### src/rtl/prefetch_queue.sv
// Byte-wide instruction prefetch queue: issues 16-bit code fetches, buffers bytes
// in a circular store, presents the three head bytes to pre-decode and retires consumed bytes.
module prefetch_queue #(
   parameter int QUEUE_SIZE = 6,
   parameter int ADDR_WIDTH = 20
) (
   input  logic                  clk,
   input  logic                  reset,
   input  logic                  ce,
   input  logic                  flush,
   input  logic [ADDR_WIDTH-1:0] flush_addr,
   input  logic                  consume,
   input  logic [2:0]            consume_len,
   output logic [3:0]            q_len,
   output logic [7:0]            q0,
   output logic [7:0]            q1,
   output logic [7:0]            q2,
   output logic                  fetch_req,
   output logic [ADDR_WIDTH-1:0] fetch_addr,
   input  logic                  fetch_ack,
   input  logic [15:0]           fetch_data
);

   localparam logic [1:0] ST_IDLE  = 2'd0;
   localparam logic [1:0] ST_FETCH = 2'd1;
   localparam logic [1:0] ST_STALE = 2'd2;
   localparam logic [3:0] DEPTH    = 4'(QUEUE_SIZE);

   // Circular pointer advance; p + n never reaches twice the depth.
   function automatic logic [2:0] ptr_add(input logic [2:0] p, input logic [3:0] n);
      logic [4:0] s;
      s = {2'b00, p} + {1'b0, n};
      if (s >= {1'b0, DEPTH}) begin
         ptr_add = 3'(s - {1'b0, DEPTH});
      end else begin
         ptr_add = s[2:0];
      end
   endfunction

   logic [7:0]            mem_r [8];
   logic [2:0]            head_r;
   logic [2:0]            tail_r;
   logic [3:0]            count_r;
   logic [ADDR_WIDTH-1:0] pc_r;
   logic                  skip_lo_r;
   logic                  addr_valid_r;
   logic [1:0]            state_r;

   logic [3:0]            len_ext_s;
   logic [3:0]            consumed_s;
   logic [3:0]            free_s;
   logic [3:0]            need_s;
   logic                  start_s;
   logic                  take_s;
   logic [3:0]            enq_cnt_s;
   logic [7:0]            wr_byte0_s;
   logic                  wr_byte1_s;
   logic [2:0]            tail_p1_s;
   logic [2:0]            rd1_idx_s;
   logic [2:0]            rd2_idx_s;

   logic [1:0]            state_nxt_s;
   logic                  req_nxt_s;
   logic [ADDR_WIDTH-1:0] addr_nxt_s;
   logic [ADDR_WIDTH-1:0] pc_nxt_s;
   logic                  skip_nxt_s;
   logic                  valid_nxt_s;
   logic [3:0]            count_nxt_s;
   logic [2:0]            head_nxt_s;
   logic [2:0]            tail_nxt_s;

   assign len_ext_s  = {1'b0, consume_len};
   // Oversized consumes are clamped so the queue empties rather than underflows.
   assign consumed_s = consume ? ((len_ext_s > count_r) ? count_r : len_ext_s) : 4'd0;
   assign free_s     = DEPTH - count_r;
   assign need_s     = pc_r[0] ? 4'd1 : 4'd2;
   assign start_s    = (state_r == ST_IDLE) && addr_valid_r && !flush && (free_s >= need_s);
   assign take_s     = (state_r == ST_FETCH) && fetch_ack && !flush;
   assign enq_cnt_s  = take_s ? (skip_lo_r ? 4'd1 : 4'd2) : 4'd0;
   assign wr_byte0_s = skip_lo_r ? fetch_data[15:8] : fetch_data[7:0];
   assign wr_byte1_s = take_s && !skip_lo_r;
   assign tail_p1_s  = ptr_add(tail_r, 4'd1);
   assign rd1_idx_s  = ptr_add(head_r, 4'd1);
   assign rd2_idx_s  = ptr_add(head_r, 4'd2);

   assign q_len = count_r;
   assign q0    = (count_r > 4'd0) ? mem_r[head_r]    : 8'h00;
   assign q1    = (count_r > 4'd1) ? mem_r[rd1_idx_s] : 8'h00;
   assign q2    = (count_r > 4'd2) ? mem_r[rd2_idx_s] : 8'h00;

   // Queue bookkeeping; a flush overrides any consume or enqueue in the same cycle.
   always_comb begin
      count_nxt_s = flush ? 4'd0 : (count_r - consumed_s + enq_cnt_s);
      head_nxt_s  = flush ? 3'd0 : ptr_add(head_r, consumed_s);
      tail_nxt_s  = flush ? 3'd0 : ptr_add(tail_r, enq_cnt_s);
      pc_nxt_s    = flush ? flush_addr : (take_s ? (pc_r + ADDR_WIDTH'(enq_cnt_s)) : pc_r);
      valid_nxt_s = flush | addr_valid_r;
      if (flush) begin
         skip_nxt_s = flush_addr[0];
      end else if (start_s) begin
         skip_nxt_s = pc_r[0];
      end else if (take_s) begin
         skip_nxt_s = 1'b0;
      end else begin
         skip_nxt_s = skip_lo_r;
      end
   end

   // Fetch sequencer; the bus cycle is never aborted, so a flush mid-fetch goes STALE.
   always_comb begin
      state_nxt_s = state_r;
      req_nxt_s   = fetch_req;
      addr_nxt_s  = fetch_addr;
      case (state_r)
         ST_IDLE: begin
            if (start_s) begin
               state_nxt_s = ST_FETCH;
               req_nxt_s   = 1'b1;
               addr_nxt_s  = {pc_r[ADDR_WIDTH-1:1], 1'b0};
            end else begin
               state_nxt_s = ST_IDLE;
               req_nxt_s   = 1'b0;
            end
         end
         ST_FETCH: begin
            if (fetch_ack) begin
               state_nxt_s = ST_IDLE;
               req_nxt_s   = 1'b0;
            end else if (flush) begin
               state_nxt_s = ST_STALE;
            end else begin
               state_nxt_s = ST_FETCH;
            end
         end
         ST_STALE: begin
            if (fetch_ack) begin
               state_nxt_s = ST_IDLE;
               req_nxt_s   = 1'b0;
            end else begin
               state_nxt_s = ST_STALE;
            end
         end
         default: begin
            state_nxt_s = ST_IDLE;
            req_nxt_s   = 1'b0;
         end
      endcase
   end

   // State registers and byte store, advanced only on clock enable.
   always_ff @(posedge clk or posedge reset) begin
      if (reset) begin
         for (int i = 0; i < 8; i++) begin
            mem_r[i] <= 8'h00;
         end
         head_r       <= 3'd0;
         tail_r       <= 3'd0;
         count_r      <= 4'd0;
         pc_r         <= '0;
         skip_lo_r    <= 1'b0;
         addr_valid_r <= 1'b0;
         state_r      <= ST_IDLE;
         fetch_req    <= 1'b0;
         fetch_addr   <= '0;
      end else if (ce) begin
         if (take_s) begin
            mem_r[tail_r] <= wr_byte0_s;
         end
         if (wr_byte1_s) begin
            mem_r[tail_p1_s] <= fetch_data[15:8];
         end
         head_r       <= head_nxt_s;
         tail_r       <= tail_nxt_s;
         count_r      <= count_nxt_s;
         pc_r         <= pc_nxt_s;
         skip_lo_r    <= skip_nxt_s;
         addr_valid_r <= valid_nxt_s;
         state_r      <= state_nxt_s;
         fetch_req    <= req_nxt_s;
         fetch_addr   <= addr_nxt_s;
      end
   end

endmodule
### config.mk
export PLATFORM = sky130hd
export DESIGN_NAME = prefetch_queue
export DESIGN_NICKNAME = d
export VERILOG_FILES = /design/src/rtl/prefetch_queue.sv
export SDC_FILE = /design/constraint.sdc
export NUM_CORES = 1
export LEC_CHECK = 0
export CAP_MARGIN = 10
export CORE_ASPECT_RATIO = 0.7
export CORE_MARGIN = 1.5
export CORE_UTILIZATION = 58
export DETAILED_ROUTE_END_ITERATION = 16
export PLACE_DENSITY = 0.83
export SLEW_MARGIN = 15
export SYNTH_ARGS = -nofsm -noshare
export SYNTH_HDL_FRONTEND = slang
export SYNTH_SLANG_ARGS = --single-unit
### constraint.sdc
create_clock -name clk -period 4.74 [get_ports clk]
set_input_delay 1.185 -clock clk [delete_from_list [all_inputs] [get_ports clk]]
set_output_delay 1.185 -clock clk [all_outputs]
set_load 0.005 [all_outputs]
Word-level counts from Yosys, hierarchy flattened
Cells that the tools add are included.
W data, S select, Z words.
{"block": "op_classes", "addsub": 14, "magnitude_cmp": 17, "eq_ne": 3, "mux": 48, "bitwise_logic": 6, "n_reduce_logical": 18}
{"op": "$mux W64", "count": 3}
{"op": "$bwmux W64", "count": 2}
{"op": "$mux W8", "count": 12}
{"op": "$bmux W8 S3", "count": 3}
{"op": "$demux W8 S3", "count": 2}
{"op": "$mux W20", "count": 2}
{"op": "$mux W3", "count": 7}
{"op": "$add A20 B2 Y20", "count": 1}
{"op": "$ge A4 B4 Y1 const B", "count": 5}
{"op": "$not A3 Y4", "count": 5}
{"op": "$ge A4 B3 Y1 const B", "count": 4}
{"op": "$sub A3 B3 Y3 const B", "count": 5}
{"op": "$mux W2", "count": 6}
{"op": "$mux W4", "count": 3}
{"op": "$add A3 B1 Y4 const B", "count": 2}
{"op": "$gt A4 B1 Y1 const B", "count": 2}
{"op": "$logic_and A1 B1 Y1", "count": 8}
{"op": "$lt A4 B1 Y1 const B", "count": 2}
{"op": "$mux W1", "count": 6}
{"op": "$pmux W2 S3", "count": 1}
{"op": "$reduce_and A2 Y1", "count": 3}
{"op": "$add A3 B4 Y5", "count": 1}
{"op": "$ge A5 B3 Y1 const B", "count": 1}
{"op": "$add A3 B2 Y4", "count": 1}
{"op": "18 further kinds", "count": 19}
{"block": "word_totals", "ff_bits": 118, "in_bits": 45, "out_inout_bits": 49}

Longest topological paths before layout
Gate-level depths: netlist (run 1).
{"block": "depth", "depth_word": 10, "mapped_depth": 17, "mapped_depth_nobuf": 17}

Least setup slack after synthesis (run 1)
Ideal clock, no wire load.
{"block": "synth_timing", "path_kind": "input to register", "startpoint": "input consume_len[1]", "endpoint": "register count_r[3], in the netlist q_len[3]", "setup_time_ps": 138, "t_arrival_ps": 3952, "required_ps": 4602, "slack_ps": 650, "cell_stages": 14, "cell_sequence": "ha_1 > a21o_1 > a21oi_1 > a311oi_1 > mux2i_1 > nand2b_1 > fa_1 > ha_1 > a21o_1 > a21oi_1 > xnor2_1 > nor3b_1 > a21oi_1 > o22ai_1"}
{"block": "synth_between", "elab_chain_cells": 6}
{"item": "start: declaration", "line_no": "13", "text": "input logic [2:0] consume_len,"}
{"item": "$gt A3 B4 Y1", "line_no": "74", "text": "assign consumed_s = consume ? ((len_ext_s > count_r) ? count_r : len_ext_s) : 4'd0;"}
{"item": "$mux W4 * (2 in series)", "line_no": "74"}
{"item": "$sub A4 B4 Y4 *", "line_no": "93", "text": "count_nxt_s = flush ? 4'd0 : (count_r - consumed_s + enq_cnt_s);"}
{"item": "$add A4 B2 Y4 *", "line_no": "93"}
{"item": "$mux W4 *", "line_no": "93"}
{"item": "end signal: assignment", "line_no": "174", "text": "count_r <= count_nxt_s;"}
{"item": "end: declaration", "line_no": "43", "text": "logic [3:0] count_r;"}
Mark *: on every way between the ends. The rest lies on a longest branch, timed or not.
A chain may end at the register's enable or synchronous reset.

Worst setup path after layout (run 1)
{"block": "layout_timing", "startpoint": "register head_r[1]", "endpoint": "output q1[4]"}
{"block": "layout_between", "elab_chain_cells": 8}
{"item": "start: declaration", "line_no": "41", "text": "logic [2:0] head_r;"}
{"item": "start signal: assignment", "line_no": "172", "text": "head_r <= head_nxt_s;"}
{"item": "$add A3 B1 Y4 *", "line_no": "32", "text": "s = {2'b00, p} + {1'b0, n};"}
{"item": "$ge A4 B3 Y1 / $sub A3 B3 Y3 (equally long branches)", "line_no": "33, 34"}
{"item": "$mux W3 *", "line_no": "33", "text": "if (s >= {1'b0, DEPTH}) begin"}
{"item": "$not A3 Y4 (implied by the code) *", "line_no": "88", "text": "assign q1 = (count_r > 4'd1) ? mem_r[rd1_idx_s] : 8'h00;"}
{"item": "$bmux W8 S3 *", "line_no": "88"}
{"item": "$mux W8 (implied by the code) * (2 in series)", "line_no": "88"}
{"item": "$mux W8 *", "line_no": "88"}
{"item": "end: declaration", "line_no": "16", "text": "output logic [7:0] q1,"}
Mark *: on every way between the ends. The rest lies on a longest branch, timed or not. The select of a mux whose other input is x is not followed.

==> results of run 1 <==
-- routing by layer --
layer  GRT usage  vias up
li1            -     3259
met1       0.501     3771
met2       0.551      638
met3       0.119      131
met4       0.197        0
met5           0        -
-- cell usage after synthesis (4+ instances only) --
cell type  number  area (µm²)
nor3_2          4        40.0
a21oi_1        62         310
mux2_2         35         394
clkbuf_1       23        86.3
inv_1          31         116
o21ai_0        29         145
and3_1          5        31.3
o22ai_1        59         369
xnor2_1         4        35.0
nand2_2         5        31.3
nor3_1          5        25.0
fa_1            5         100
a2bb2oi_1      48         420
buf_1          14        52.6
a221o_1         7        70.1
mux4_2         32         721
o21ai_1         5        25.0
or3_1           4        25.0
nand2b_1        6        37.5
a21o_1          4        30.0
a221oi_1        7        61.3
ha_1           34         425
nand3_1        17        85.1
buf_2          10        50.1
a21boi_2        7        78.8
nor2_1         26        97.6
mux2i_1        25         250
nor2b_1         4        25.0
a22o_1         37         324
dfrtp_1       118        2950
nand2_1        46         173
a211oi_2        7        87.6
-- flip-flops by register name, indices dropped and copies added, names as in the netlist --
signal,flops
tail_r,3
mem_r,64
fetch_req,1
fetch_addr,19
head_r,3
skip_lo_r,1
q_len,4
state_r,2
pc_r,20
addr_valid_r,1
-- through the flow --
step | setup TNS, ps | cells | total power [µW]
final | 0 | 1082 | 6370
after global routing | 0 | 1082 | 6640
after CTS | 0 | 1082 | 6280
after detailed placement | -94.1 | 1050 | 4810
after global placement | 0 | 1050 | 4660
after floorplan | 0 | 793 | 3570
-- cell usage in the layout (no fill, tap or decap), drive strengths merged, types with 6 or more instances in the layout --
cell type / Yosys / routed
xnor2: 6 / 6
a2bb2oi: 48 / 48
a221o: 7 / 7
clkbuf: 23 / 24
nor2: 27 / 27
a221oi: 7 / 7
clkdlybuf4s50: 0 / 91
a211oi: 8 / 8
mux4: 32 / 32
dfrtp: 118 / 118
a21oi: 64 / 64
mux2i: 25 / 25
o22ai: 59 / 59
inv: 33 / 33
nand2: 51 / 51
nand2b: 6 / 6
mux2: 37 / 37
buf: 29 / 28
nand3: 17 / 17
nor3: 10 / 10
ha: 34 / 34
a21boi: 8 / 8
a22o: 37 / 37
o21ai: 35 / 35
-- worst max-delay path, delay by kind of cell (launching register included) --
kind,cells,cell delay [ps]
AO/OA/AOI/OAI,4,1340
buffers and inverters,2,640
flip-flops,1,520
adder cells (fa/ha/maj),1,460
-- area by class of cell --
type,instances,area (µm²)
clock inverters,8,168
clock buffers,24,492
inverters,34,130
fillers,963,3850
well taps,190,238
multi-input cells,589,4950
flip-flops and latches,118,2960
repair buffers,119,1130
-- cell families (layout without fill, tap and decap cells) --
| logic type | count (synthesis) | count (layout) |
|---|---|---|
| AOI/OAI and AO/OA | 302 | 302 |
| xor gates and xnor gates | 10 | 10 |
| adders and majority gates | 39 | 39 |
| buffers and inverters | 86 | 185 |
| DFF | 118 | 118 |
| muxes | 94 | 94 |
| other | 1 | 1 |
| and+or+nand+nor | 143 | 143 |
-- path summary, 6_finish.rpt --
check                                      to  cells after the start
worst max register to register       q_len[3]                     16
worst min-delay path             addr_valid_r                      1
max in group asynchronous       fetch_addr[4]                      3
min in group asynchronous           mem_r[56]                      2
worst min register to register   addr_valid_r                      1
worst max-delay path                    q1[4]                      7
-- power by group through the flow --
stage	Clock (µW)	Sequential, µW	Combinational, µW
6_report	1450	1730	3190
5_1_grt	1500	1770	3380
4_1_cts	1460	1710	3110
3_5_place_dp	0	1720	3090
3_3_place_gp	0	1690	2970
2_1_floorplan	0	1570	2000
==> flow_summary.ini, run 1 <==
[route]
first_pass_iters = 6
wl_per_cell_um = 25.1
ant_nets = 0
drc = 0
top_layer_used = met4
wl_um = 27200
drtIter0Drc = 908
met1_length_um = 10500
wl_met2_um = 11800
via_per_inst = 7.21
wl_met3_um = 3710
via_count = 7799

[die]
num_rows = 36
die_area_mm2 = 0.0150
die_w_um = 146
initial_core_util = 0.594
core_area_mm2 = 0.0139
dieHeight_um = 103
io_pins = 94

[clock_tree]
ctsHoldBuffers = 0
post_cts_resize_count = 0
clock_latency_ps = 440
cts_sinks = 118
path_clk_slew_ps = 60
cts_tree = done
htreeDepth = 4
numCtsBuffers = 17
post_cts_buffers = 0
cts_root_buffer = clkbuf_16
clockBufferDepth = 2

[power_and_ir_drop]
switchingPower_uw = 2400
irDropWorstVdd_v = 0.000391
p_seq_frac = 0.271
clkPwrFrac = 0.228
p_comb_frac = 0.501
internal_power_uw = 3980
p_per_area_mw_per_mm2 = 633
swShare = 0.376
leakage_uw = 0.00416

[timing]
fin_crit_ps = 4580
finClkSkew_ps = 10.2
worst_pin_slew_ps = 997
grt_setup_unrepaired = no
holdWs_ps = 482
finalHoldViolCount = 0
finalSetupViolations = 0
maxSlewHeadroom = 0.331
fmax_ghz = 0.218
finalMaxSlewViolations = 0
layout_setup_ws_ps = 155
fin_crit_sh = 0.967

[synthesis]
synth_xor_area_frac = 0.0147
synth-compound-area-share = 0.262
synth-edff-count = 0
synth_area_per_cell_um2 = 10.4
ys_ff_latch = 118
muxShareOfSynthArea = 0.168
yosysWarnings = 0
synth_simple_gate_area_share = 0.0902
syn-num-nets = 877
ys_seq_area_frac = 0.357
netlist_area_mm2 = 0.00826
yosys_most_used_dff = dfrtp_1
async_flop_share = 1.00
synth_top_family_by_area = compound AO/OA/AOI/OAI gates
synth_fa_ha_area_frac = 0.0636
syn_inst = 793
synth.distinct_cells = 76

[hold_path]
hold_class = reg -> reg
hp-start = addr_valid_r

[outcome]
status = complete, no violations

[worst_setup_path]
path_max_fanout = 10
cp.required_ps = 3560
r2r_slack_ps = 810
path_cells = inv_1 > ha_1 > o31a_2 > a21oi_2 > a221oi_1 > a211oi_2 > clkdlybuf4s50_1
cp-startpoint = head_r[1]
r2r_start = q_len[1]
slowest_delay_ps = 540
slowest_stage = clkdlybuf4s50_1
end_kind = primary output
path_class = reg -> out
start_kind = flop
worstPathArrival_ps = 3400

[global_routing]
grt_pass1_wl_um = 42700
overflow = 0
antenna_found_initial = 0
grt_pass1_vias = 7699
grt.total_usage = 0.375
grt_max_degree = 68

[placement]
placed_area_mm2 = 0.00940
finalWeightedCongestion = 0.949
hpwl_um = 18200
portBuffers = 92
dpl_worst_slack_ps = -94.1

[final_layout]
insertedDiodeCount = 0
final_nets = 963
areaGrowthSynthToFinish_pct = 21.8
final_core_utilization = 0.723
final_area_mm2 = 0.0101
final_layout_size_suffix_gt1_frac = 0.185

[flow_run]
drv_cap = 0
Note: power is estimated with default switching activity, not from simulation.
==> run 2: changes to the inputs <==
CORE_MARGIN = unset   (was 1.5)
==> flow_summary.ini, run 2 (same netlist as run 1, synthesis figures left out) <==
[outcome]
status = complete, no violations

[worst_setup_path]
path_max_fanout = 17
start_kind = flop
reg2reg_to = head_r[2]
path_class = reg -> out
cp.required_ps = 3560
r2r_cells = 16
r2r_slack_ps = 1010
cp-startpoint = head_r[1]
end_kind = primary output
r2r_start = q_len[1]
worstPathArrival_ps = 3360

[die]
die_area_mm2 = 0.0147
initial_core_util = 0.594
io_pins = 94
core_area_mm2 = 0.0139
dieHeight_um = 102
num_rows = 36
die_w_um = 145

[final_layout]
nFillCells = 952
areaGrowthSynthToFinish_pct = 22.2
layout_common_cells = dfrtp_1, clkdlybuf4s50_1, a21oi_1, o22ai_1, a2bb2oi_1
final_nets = 962
insertedDiodeCount = 0
final_layout_size_suffix_gt1_frac = 0.186
final_core_utilization = 0.726
top_register = mem_r
largestRegisters = mem_r: 64 flops, pc_r: 20 flops, fetch_addr: 19 flops
final_common_cell = dfrtp_1
largest_register_ffs = 64

[power_and_ir_drop]
finalPower_uw = 6450
p_per_area_mw_per_mm2 = 638
leakage_uw = 0.00417
irDropWorstVdd_v = 0.000332

[timing]
worst_pin_slew_ps = 1020
finalSetupViolations = 0
finalMaxSlewViolations = 0
maxSlewHeadroom = 0.314
finalHoldViolCount = 0
fin_tns_setup_ps = 0
grt_setup_unrepaired = no
fin_crit_ps = 4550
fmax_ghz = 0.220
fin_crit_sh = 0.959
finClkSkew_ps = 7.54

[route]
via_count = 7791
wl_um = 27300
first_pass_iters = 5
drtIter0Drc = 942
wl_per_cell_um = 25.3
ant_nets = 0
drc = 0
via_per_inst = 7.21

[clock_tree]
numCtsBuffers = 17
htreeDepth = 4
ctsHoldBuffers = 0
cts_sinks = 118
cts_root_buffer = clkbuf_16
clock_latency_ps = 420
cts_tree = done
path_clk_slew_ps = 60
clockBufferDepth = 2

[global_routing]
antenna_found_initial = 0
grt_max_degree = 91
grt.total_usage = 0.397
grt_pass1_wl_um = 43200
overflow = 0
met1_usage = 0.551
grt_util_met2 = 0.585
grt_pass1_vias = 7695
busiest_layer = met2
met3_usage = 0.122

[placement]
finalWeightedCongestion = 0.965
portBuffers = 92
hpwl_um = 18300

[hold_path]
min_to = addr_valid_r
holdPathStages = 1
hp-start = addr_valid_r
hold_class = reg -> reg

[flow_run]
drv_cap = 0
[run 2: report_power, final]
part           internal (µW)  switching, µW
registers               1330            405
logic                   1670           1530
clock network           1030            486
total                   4030           2420
[run 2: layout make-up]
| type | instances | area (µm²) | area share |
|---|---|---|---|
| Timing Repair Buffer | 118 | 1120 | 0.111 |
| Tap cell | 190 | 238 | 0.0235 |
| Multi-Input combinational cell | 589 | 4960 | 0.491 |
| Inverter | 34 | 130 | 0.0129 |
| Sequential cell | 118 | 2960 | 0.293 |
| Clock inverter | 11 | 220 | 0.0218 |
| Clock buffer | 21 | 470 | 0.0466 |
[run 2: stage by stage]
step / instances / hold WS (ps) / area, µm² / worst slack (ps)
after detailed placement: 1049 / 475 / 9390 / 113
final: 1081 / 489 / 10100 / 194
after floorplan: 793 / 428 / 8260 / 426
after CTS: 1081 / 490 / 10100 / 54.5
after global placement: 1049 / 438 / 9390 / 257
after global routing: 1081 / 521 / 10100 / 45.6
[run 2: timing repair]
item | CTS | global route
endpoints found under the setup margin | 0 | 6
buffers inserted | 0 | 0
gates resized for setup | 0 | 4
[run 2: worst max path at each step]
| stage | to | slack, ps | cells past startpoint |
|---|---|---|---|
| 2_1_floorplan | addr_valid_r | 430 | 1 |
| 3_3_place_gp | q_len[3] | 260 | 18 |
| 4_1_cts | q1[0] | 50 | 8 |
| 3_5_place_dp | q_len[3] | 110 | 18 |
| 5_1_grt | q1[0] | 50 | 9 |
| 6_report | q1[3] | 190 | 9 |
[run 2: layer usage]
metal  share of wire  vias up
li1                -     3265
met1            0.39     3773
met2            0.44      648
met3            0.13      105
met4           0.036        0
met5               0        -
[run 2: critical path, cell delays in order, from the launching register on]
cell and delay (ps):
dfrtp_2 490, ha_1 280, xor2_2 210, a21oi_2 260, xnor2_4 140, buf_4 340, mux2_2 390, a21oi_1 260
a211oi_2 80, clkdlybuf4s50_1 500
==> run 3: changes to the inputs <==
CAP_MARGIN = 15   (was 10)
==> results of run 3 <==
No change in the layout: final DEF, timing and power equal those of run 2.
